File: config.mk
export PLATFORM = sky130hd
export DESIGN_NAME = div_unit
export DESIGN_NICKNAME = d
export VERILOG_FILES = /design/src/rtl/div_unit.sv
export SDC_FILE = /design/constraint.sdc
export NUM_CORES = 1
export LEC_CHECK = 0
export CORE_UTILIZATION = 30
export DETAILED_ROUTE_END_ITERATION = 8
export DONT_BUFFER_PORTS = 1
export PLACE_DENSITY = 0.48
export SYNTH_ARGS = -nofsm -noshare
export SYNTH_HDL_FRONTEND = slang
export SYNTH_SLANG_ARGS = --single-unit
File: constraint.sdc
create_clock -name clk -period 6.6 [get_ports clk]
set_input_delay 1.32 -clock clk [delete_from_list [all_inputs] [get_ports clk]]
set_output_delay 1.32 -clock clk [all_outputs]
set_load 0.005 [all_outputs]
File: src/rtl/div_unit.sv
// div_unit: iterative radix-2 restoring divider (DIV/DIVU) with pipeline stall request and flush cancel
module div_unit #(
  parameter int WIDTH = 32
) (
  input  logic               clk,
  input  logic               rst,
  input  logic               startE,
  input  logic               signed_div,
  input  logic [WIDTH-1:0]   opa,
  input  logic [WIDTH-1:0]   opb,
  input  logic               annul,
  output logic               stall_divE,
  output logic               ready,
  output logic [2*WIDTH-1:0] result
);
  localparam int CW = $clog2(WIDTH) + 1;
  typedef enum logic [1:0] {FREE, BYZERO, ON, END} state_t;
  state_t             state_q, state_d;
  logic [CW-1:0]      cnt_q, cnt_d;
  logic [WIDTH-1:0]   rem_q, rem_d, quo_q, quo_d, dvs_q, dvs_d;
  logic               negq_q, negq_d, negr_q, negr_d;
  logic [2*WIDTH-1:0] result_q, result_d;
  logic [WIDTH:0]     trial;
  logic [WIDTH-1:0]   rem_n, quo_n, a_mag, b_mag;
  always_comb begin
    a_mag = (signed_div && opa[WIDTH-1]) ? -opa : opa;
    b_mag = (signed_div && opb[WIDTH-1]) ? -opb : opb;
    trial = {rem_q, quo_q[WIDTH-1]} - {1'b0, dvs_q};
    // a negative trial means the shifted partial is below the divisor, so it still fits WIDTH bits
    rem_n = trial[WIDTH] ? {rem_q[WIDTH-2:0], quo_q[WIDTH-1]} : trial[WIDTH-1:0];
    quo_n = {quo_q[WIDTH-2:0], ~trial[WIDTH]};
    state_d  = state_q;
    cnt_d    = cnt_q;
    rem_d    = rem_q;
    quo_d    = quo_q;
    dvs_d    = dvs_q;
    negq_d   = negq_q;
    negr_d   = negr_q;
    result_d = result_q;
    if (annul)
      state_d = FREE;
    else
      case (state_q)
        FREE: if (startE) begin
          state_d = (opb == '0) ? BYZERO : ON;
          cnt_d   = '0;
          rem_d   = '0;
          quo_d   = a_mag;
          dvs_d   = b_mag;
          negq_d  = signed_div & (opa[WIDTH-1] ^ opb[WIDTH-1]);
          negr_d  = signed_div & opa[WIDTH-1];
        end
        ON: begin
          cnt_d = cnt_q + CW'(1);
          rem_d = rem_n;
          quo_d = quo_n;
          if (cnt_q == CW'(WIDTH - 1)) begin
            state_d  = END;
            result_d = {negr_q ? -rem_n : rem_n, negq_q ? -quo_n : quo_n};
          end
        end
        BYZERO: begin
          state_d  = END;
          result_d = '0;
        end
        default: state_d = FREE;
      endcase
    stall_divE = ~annul & ((state_q == FREE & startE) | state_q == ON | state_q == BYZERO);
    ready      = ~annul & (state_q == END);
  end
  always_ff @(posedge clk) begin
    if (rst) begin
      state_q  <= FREE;
      cnt_q    <= '0;
      rem_q    <= '0;
      quo_q    <= '0;
      dvs_q    <= '0;
      negq_q   <= 1'b0;
      negr_q   <= 1'b0;
      result_q <= '0;
    end else begin
      state_q  <= state_d;
      cnt_q    <= cnt_d;
      rem_q    <= rem_d;
      quo_q    <= quo_d;
      dvs_q    <= dvs_d;
      negq_q   <= negq_d;
      negr_q   <= negr_d;
      result_q <= result_d;
    end
  end
  assign result = result_q;
endmodule
==> results of run 1 <==
==> per-layer routing <==
layer / wire length (um) / share of wire / vias to the layer above
met1: 20500 / 0.52 / 5293
li1: - / - / 5654
met5: 0 / 0 / -
met4: 724 / 0.018 / 0
met3: 2500 / 0.063 / 40
met2: 16100 / 0.40 / 275
==> kinds of logic after synthesis <==
group                      count (synthesis)  synth area share
muxes                                     27            0.0226
AOI/OAI and AO/OA                        469             0.253
and+or+nand+nor                          618             0.238
xor gates and xnor gates                 136            0.0993
DFF                                      170             0.284
buffers and inverters                    158            0.0584
adders and majority gates                 43            0.0455
==> through the flow <==
| stage | hold slack, ns | worst slack [ns] |
|---|---|---|
| 2_1_floorplan | 0.432 | 1.96 |
| 5_1_grt | 0.483 | 0.945 |
| 6_report | 0.453 | 1.42 |
| 3_3_place_gp | 0.445 | 1.61 |
| 4_1_cts | 0.457 | 1.38 |
| 3_5_place_dp | 0.449 | 1.40 |
==> layout by cell type (no fill, tap or decap), drive strengths merged, types with 14 or more instances in the layout <==
cell type  count
nand2        244
dfxtp        170
nor2         167
o21ai        143
a21oi        130
xor2          78
inv           72
xnor2         58
ha            42
nor3          38
a211oi        38
a22oi         29
mux2i         26
nand3         24
nand4         23
or3           22
o31ai         20
nor4          18
clkbuf        18
o41ai         17
o21a          15
nor2b         14
==> where the power goes <==
part	internal, mW	switching, mW	total [mW]
clock network	0.535	0.491	1.03
registers	1.06	0.0345	1.09
logic	0.179	0.339	0.518
==> tightest hold or removal path, cell delays in order (launching register included) <==
cell and delay [ns]:
dfxtp_1 0.31, nand2_1 0.05, a21oi_1 0.05
==> worst min path at each step <==
stage / depth (start not counted) / endpoint / start / slack [ns]
after floorplan: 2 / dvs_q[31] / dvs_q[31] / 0.43
after global placement: 2 / dvs_q[31] / dvs_q[31] / 0.45
after detailed placement: 2 / dvs_q[31] / dvs_q[31] / 0.45
after CTS: 2 / dvs_q[31] / dvs_q[31] / 0.46
after global routing: 2 / dvs_q[31] / dvs_q[31] / 0.48
final: 2 / dvs_q[31] / dvs_q[31] / 0.45
==> area by class of cell <==
class | instances | area (um2)
Fill cell | 4182 | 26100
Multi-Input combinational cell | 1293 | 7910
Sequential cell | 170 | 3400
Tap cell | 518 | 648
Clock buffer | 18 | 429
Inverter | 63 | 236
Clock inverter | 14 | 150
Timing Repair Buffer | 13 | 97.6
==> sequential cells by signal, summed over array words and instances, names as in the netlist <==
signal,flops
negr_q,1
quo_q,32
negq_q,1
dvs_q,32
rem_q,32
cnt_q,6
result,64
state_q,2
==> qor.csv, run 1 <==
metric;value;unit
cts_root_buf;clkbuf_16;
status;complete, no violations;
cpMaxStageDelayCell;o311ai_1;
grtUsageMet1;0.293;
setup_viol;0;
grt_pass1_wl;62.0;mm
crit_path_end;result[60];
cp-start-kind;flip-flop;
drtIter0Drc;951;
synth-async-reset-ratio;0;
synth_fp_nets;1733;
clkSinkCount;170;
crit_fanout;15;
cp_top_family;compound AO/OA/AOI/OAI gates;
grt_overflow_total;0;
drc;0;
finalCriticalPeriod;5.18;ns
hold_viol_final;0;
grt_usage;0.195;
cp.arrival;5.52;ns
max-cap-violations;0;
yosysMostFrequentCell;nand2_1;
io_pins;135;
hold_class;reg -> reg;
floorplan.initialDensity;0.308;
period_share;0.785;
synth_edf_count;0;
skew;0.00661;ns
drt_wl_total;39.8;mm
antenna_found_initial;0;
coreArea;0.0390;mm2
ir_drop;0.123;mV
grt_max_degree;135;
synth_common_cells;nand2_1, dfxtp_1, nor2_1;
htreeDepth;4;
fin_setup_tns;0;ns
grt_pass1_vias;10400;
synthTopCellsByArea;dfxtp_1, nand2_1, xor2_1;
worst-path-buf-inv;3;
path_cells;ha_1, a21oi_2, o21ai_0, a211o_1, a221oi_2, a21oi_2, nor2_4, inv_2, nand2_1, o21ai_0, inv_1, ha_1, inv_1, nor2_1, nand3b_1, or3_1, o311ai_1, nand4_1, xor2_1, o21ai_1;
synth_seq_cells;170;
wire_per_inst;19.0;um
cts_buffers;17;
detail-route-antenna-nets;0;
crit_type;reg -> reg;
synth_area;0.0120;mm2
clk_latency;0.46;ns
slew_violations;0;
drive_gt1_frac;0.0567;
busiest_layer;met1;
clkSlewWorstSetupHoldPaths;0.07;ns
critical_path_required;6.94;ns
via_count;11300;
synth.top_cell.area_share;0.284;
critPathCaptureType;flip-flop;
max_stage_delay;0.67;ns
postSynthCellCount;1621;
met3_usage;0.0408;
synth_cell_type_count;90;
die_w;202;um
place.detailed.hpwl;30.5;mm
dieHeight;202;um
dieArea;0.0408;mm2
cts_resized;0;
cts_tree;done;
rsz0062_at_grt;false;
fin_util;0.330;
final_nets;1670;
r2r_start;rem_q[22];
area_growth;7.30;%
regToRegEndpoint;result[60];
design_area;0.0129;mm2
fmax;193;MHz
vias_per_cell;5.39;
post-cts-setup-buffer-count;0;
report.power.total;2.63;mW
powerDensity;205;mW/mm2
use_met2;0.271;
rows;72;
synth_top_cell_by_area;dfxtp_1;
cts_buffer_depth;2;
cts_hold_buf;0;
synth_seq_area_share;0.284;
reg2reg_slack;1.42;ns
diodes;0;
critical_path.startpoint;rem_q[22];
synth_flop_cell;dfxtp_1;
relSlewSlack;0.324;
place.gp.congestion;0.870;
placed_area;0.0123;mm2
path_depth;20;
final_cells;2089;
dr.pass1.iters;5;
worstMarginPinSlew;0.989;ns
ys_warn_count;0;
avgSynthCellArea;7.40;um2
reg2reg_depth;20;
placed_cells;2057;
port-buffer-count;0;
p_leak;4.54;nW
No activity file was read; power rests on OpenSTA's default activity.
==> run 2, diff against run 1 <==
Settings changed: PLACE_DENSITY 0.48 to 0.49.
Clock period 6.6 ns to 4.7 ns, I/O delays scaled along.
==> qor.csv, run 2 (synthesis results as in run 1) <==
metric;value;unit;change
place.gp.congestion;0.900;;+3.4%
p_leak;4.71;nW;+3.7%
drive_gt1_frac;0.0762;;+0.0195
cts_tree;done;;
slew_violations;0;;unchanged
wire_per_inst;18.9;um;-0.48%
powerDensity;289;mW/mm2;+41%
diodes;0;;unchanged
status;complete, no violations;;
rsz0062_at_grt;false;;
critPathCaptureType;flip-flop;;
drtIter0Drc;825;;-13%
final_common_cell;nand2_1;;
cts_buffer_depth;2;;unchanged
cts_root_buf;clkbuf_16;;
reg2reg_depth;18;;-10%
critical_path.startpoint;rem_q[24];;
regToRegEndpoint;result[50];;
cp-start-kind;flip-flop;;
num-fill-cells;4219;;+0.88%
critical_path_required;5.08;ns;-1.86 ns
io_pins;135;;unchanged
period_share;0.934;;+0.148
grt_max_degree;135;;unchanged
area_growth;9.58;%;
drc;0;;unchanged
crit_path_end;result[50];;
clkSinkCount;170;;unchanged
final_nets;1702;;+1.9%
die_w;202;um;unchanged
setup_viol;0;;unchanged
wl_met1;20.7;mm;+1.3%
crit_fanout;5;;-10
relSlewSlack;0.462;;+0.139
highest_layer;met4;;
dr.pass1.iters;7;;+2
via_count;11400;;+0.91%
grt_pass1_vias;10600;;+1.6%
port-buffer-count;0;;unchanged
largest_register_ffs;64;;unchanged
max-cap-violations;0;;unchanged
coreArea;0.0390;mm2;unchanged
dieHeight;202;um;unchanged
hold_class;reg -> reg;;
clk_latency;0.46;ns;about the same
reg2reg_slack;0.31;ns;-1.11 ns
crit_type;reg -> reg;;
skew;0.0121;ns;+0.00548 ns
htreeDepth;4;;unchanged
hold_viol_final;0;;unchanged
antenna_found_initial;0;;unchanged
clkSlewWorstSetupHoldPaths;0.07;ns;about the same
dieArea;0.0408;mm2;unchanged
wl_met2;16.2;mm;+0.88%
place.detailed.hpwl;31.1;mm;+2.2%
drt_wl_total;40.2;mm;+0.99%
multi_input_area;0.00791;mm2;about the same
rows;72;;unchanged
fmax;228;MHz;+18%
cts_buffers;17;;unchanged
ir_drop;0.181;mV;+47%
detail-route-antenna-nets;0;;unchanged
grt_usage;0.196;;+0.00179
worstMarginPinSlew;0.806;ns;-0.182 ns
wl_met3;2.68;mm;+6.8%
floorplan.initialDensity;0.308;;unchanged
grt_pass1_wl;62.5;mm;+0.86%
finalCriticalPeriod;4.39;ns;-0.795 ns
regArea;0.00340;mm2;unchanged
vias_per_cell;5.36;;-0.57%
fin_util;0.337;;+0.00702
cp.arrival;4.77;ns;-0.75 ns
grt_overflow_total;0;;unchanged
final_cell_mix;nand2_1, dfxtp_1, nor2_1;;
r2r_start;rem_q[24];;
fin_setup_tns;0;ns;unchanged
[run 2: worst min-delay path by stage]
stage / startpoint / end / slack (ns) / depth (start not counted)
2_1_floorplan: dvs_q[31] / dvs_q[31] / 0.43 / 2
3_3_place_gp: dvs_q[31] / dvs_q[31] / 0.44 / 2
3_5_place_dp: dvs_q[31] / dvs_q[31] / 0.45 / 2
4_1_cts: dvs_q[31] / dvs_q[31] / 0.46 / 2
5_1_grt: dvs_q[0] / dvs_q[0] / 0.50 / 2
6_report: dvs_q[31] / dvs_q[31] / 0.46 / 2
[run 2: what timing repair did]
| action | CTS | global route |
|---|---|---|
| buffers inserted | 0 | 0 |
| endpoints found under the setup margin | 0 | 4 |
| hold buffers | 0 | 0 |
| gates resized for setup | 0 | 2 |
[run 2: metrics by stage]
stage	power, mW	instance area [um2]	std cells	hold WS, ns	setup slack [ns]
after floorplan	2.12	12000	1621	0.432	0.0648
after global placement	2.31	12500	2089	0.441	0.333
after detailed placement	2.31	12500	2089	0.455	0.253
after CTS	3.84	13100	2120	0.463	0.229
after global routing	3.98	13100	2120	0.496	0.0358
final	3.80	13100	2120	0.459	0.311
[run 2: worst max-delay path, cell delays in order, from the launching register on]
cell and delay [ns]:
dfxtp_1 0.47, ha_1 0.32, a21oi_4 0.23, o21ai_2 0.08
a211o_1 0.31, a221oi_2 0.33, a21oi_2 0.12, nor2_4 0.21
mux2i_2 0.28, ha_1 0.23, inv_1 0.09, nor2_1 0.14
nand3b_1 0.11, or3_1 0.37, or4_1 0.41, nand3_1 0.17
nand3_1 0.12, xor2_1 0.18, o21ai_0 0.14
[run 2: metal layers]
layer  vias up  track usage
met5         -            0
met4         0       0.0517
met3        32       0.0429
met2       318        0.278
met1      5302        0.295
li1       5712            -
[run 2: final cells by class]
type	count	share of cell area
Clock inverter	14	0.0140
Tap cell	518	0.0493
Timing Repair Buffer	45	0.0257
Clock buffer	17	0.0324
Multi-Input combinational cell	1293	0.602
Inverter	63	0.0180
Sequential cell	170	0.259
[run 2: where the power goes]
part / internal (mW) / total [mW] / switching, mW
Combinational: 0.267 / 0.753 / 0.486
Sequential: 1.48 / 1.53 / 0.0488
Clock: 0.848 / 1.52 / 0.673
==> run 3, diff against run 2 <==
Settings changed: GPL_TIMING_DRIVEN set to 0, SETUP_SLACK_MARGIN set to 0.1.
==> qor.csv, run 3 (synthesis results as in run 1) <==
metric;value;unit;change
status;complete, no violations;;
fin_ws;0.172;ns;-0.139 ns
grt_usage;0.212;;+0.0159
final_nets;1785;;+4.9%
io_pins;135;;unchanged
grt_max_degree;20;;-85%
powerDensity;276;mW/mm2;-4.5%
pre_cts_ws;-1.63;ns;-1.88 ns
p_leak;4.88;nW;+3.7%
num-fill-cells;4147;;-1.7%
final_cell_mix;nand2_1, nor2_1, dfxtp_1;;
area_growth;15.6;%;
hold_viol_final;0;;unchanged
cp-start-kind;flip-flop;;
worstMarginPinSlew;1.16;ns;+0.357 ns
reg2reg_slack;0.17;ns;-0.14 ns
hold_depth;2;;unchanged
slew_violations;0;;unchanged
wire_per_inst;19.9;um;+5.0%
diodes;0;;unchanged
ir_drop;0.178;mV;-1.7%
largest_register_ffs;64;;unchanged
report.power.total;3.83;mW;+0.74%
vias_per_cell;5.39;;+0.56%
r2r_start;rem_q[18];;
clkSinkCount;170;;unchanged
drtIter0Drc;941;;+14%
critical_path_required;5.03;ns;-0.05 ns
antenna_found_initial;0;;unchanged
htreeDepth;4;;unchanged
drt_wl_total;43.8;mm;+9.2%
skew;0.0169;ns;+0.00479 ns
final_common_cell;nand2_1;;
clk_latency;0.46;ns;about the same
reg2reg_depth;21;;+3
holdWs;0.466;ns;+0.00715 ns
cts_buffer_depth;2;;unchanged
grt_pass1_wl;67.0;mm;+7.1%
grt_pass1_vias;11100;;+4.5%
place.detailed.hpwl;35.1;mm;+13%
setup_viol;0;;unchanged
hold_class;reg -> reg;;
port-buffer-count;0;;unchanged
max-cap-violations;0;;unchanged
cp_top_family;simple AND/OR/NAND/NOR gates;;
coreArea;0.0390;mm2;unchanged
rows;72;;unchanged
detail-route-antenna-nets;0;;unchanged
critPathCaptureType;flip-flop;;
placed_area;0.0126;mm2;+0.90%
cts_tree;done;;
dieHeight;202;um;unchanged
cts_root_buf;clkbuf_16;;
fin_setup_tns;0;ns;unchanged
cts_hold_buf;0;;unchanged
fmax;221;MHz;-3.1%
cp.arrival;4.86;ns;+0.09 ns
finalCriticalPeriod;4.53;ns;+0.139 ns
crit_fanout;7;;+2
relSlewSlack;0.219;;-0.243
path_cells;ha_4, buf_8, a21oi_4, o21ai_2, a211o_1, a221oi_4, a21oi_2, nor2_4, buf_8, buf_12, mux2i_4, ha_4, inv_4, nor2_4, nand3b_1, or3_4, or4_4, nand3_4, nand4_1, xnor2_1, o21ai_1;;
clkSlewWorstSetupHoldPaths;0.08;ns;about the same
drive_gt1_frac;0.109;;+0.0330
min_from;dvs_q[31];;
worst-path-buf-inv;4;;+3
place.gp.congestion;0.909;;+0.96%
regToRegEndpoint;result[58];;
cpMaxStageDelayCell;or4_4;;
regArea;0.00345;mm2;+1.2%
cts_buffers;17;;unchanged
rsz0062_at_grt;true;;
design_area;0.0139;mm2;+5.5%
hold_end;dvs_q[31];;
die_w;202;um;unchanged
period_share;0.963;;+0.0295
multi_input_area;0.00816;mm2;+3.1%
grt_overflow_total;0;;unchanged
via_count;11900;;+4.5%
dieArea;0.0408;mm2;unchanged
drc;0;;unchanged
floorplan.initialDensity;0.308;;unchanged
dr.pass1.iters;6;;-1
crit_type;reg -> reg;;
max_stage_delay;0.45;ns;-0.02 ns
## run 3: cell types whose count changed in the layout (fill, tap and decap cells not counted), moves of 9 or more
cell / previous run / this run
clkbuf_1: 0 / 64
dfxtp_1: 170 / 152
dfxtp_2: 0 / 10
buf_4: 45 / 36
ha_1: 41 / 32
## run 3: worst reg2reg max path, stage by stage, from the launching register on
cell and delay, ns:
dfxtp_4 0.38, ha_4 0.25, buf_8 0.13, a21oi_4 0.15
o21ai_2 0.09, a211o_1 0.32, a221oi_4 0.33, a21oi_2 0.13
nor2_4 0.21, buf_8 0.13, buf_12 0.11, mux2i_4 0.29
ha_4 0.20, inv_4 0.05, nor2_4 0.10, nand3b_1 0.11
or3_4 0.41, or4_4 0.45, nand3_4 0.11, nand4_1 0.16
xnor2_1 0.22, o21ai_1 0.07
## run 3: layout make-up
cell class,instances,share of cell area
Inverter,63,0.0174
Buffer,93,0.0376
Clock inverter,15,0.0116
Tap cell,518,0.0467
Multi-Input combinational cell,1293,0.588
Sequential cell,170,0.249
Timing Repair Buffer,35,0.0190
Clock buffer,17,0.0307
## run 3: worst max-delay path by stage
stage	startpoint	end	slack, ns	cells after the start
after floorplan	rem_q[18]	result[56]	0.12	22
after global placement	rem_q[18]	result[56]	-1.65	22
after detailed placement	rem_q[18]	result[56]	-1.63	22
after CTS	rem_q[17]	result[58]	0.10	21
after global routing	quo_q[31]	result[58]	0.02	23
final	rem_q[18]	result[58]	0.17	21
## run 3: timing repair
| item | 4_1_cts | 5_1_grt |
|---|---|---|
| pin swaps | 17 | 15 |
| resized for setup | 60 | 39 |
| setup endpoints to repair | 28 | 11 |
| buffers inserted | 20 | 15 |
## run 3: per-stage QoR
stage / cells / utilization
global route: 2204 / 0.355
CTS: 2189 / 0.349
detailed placement: 2139 / 0.324
global placement: 2139 / 0.324
floorplan: 1621 / -
finish: 2204 / 0.355
## run 3: power by group
part	internal [mW]	leakage [nW]	switching, mW	total [mW]
registers	1.48	1.39	0.0471	1.53
logic	0.297	3.21	0.546	0.843
clock network	0.752	0.280	0.713	1.46
## run 3: routing by layer
metal,wire length [um],vias up,GRT usage
met2,18700,374,0.322
met3,2890,37,0.0356
li1,-,5889,-
met1,21700,5581,0.311
met4,556,0,0.0457
met5,0,-,0
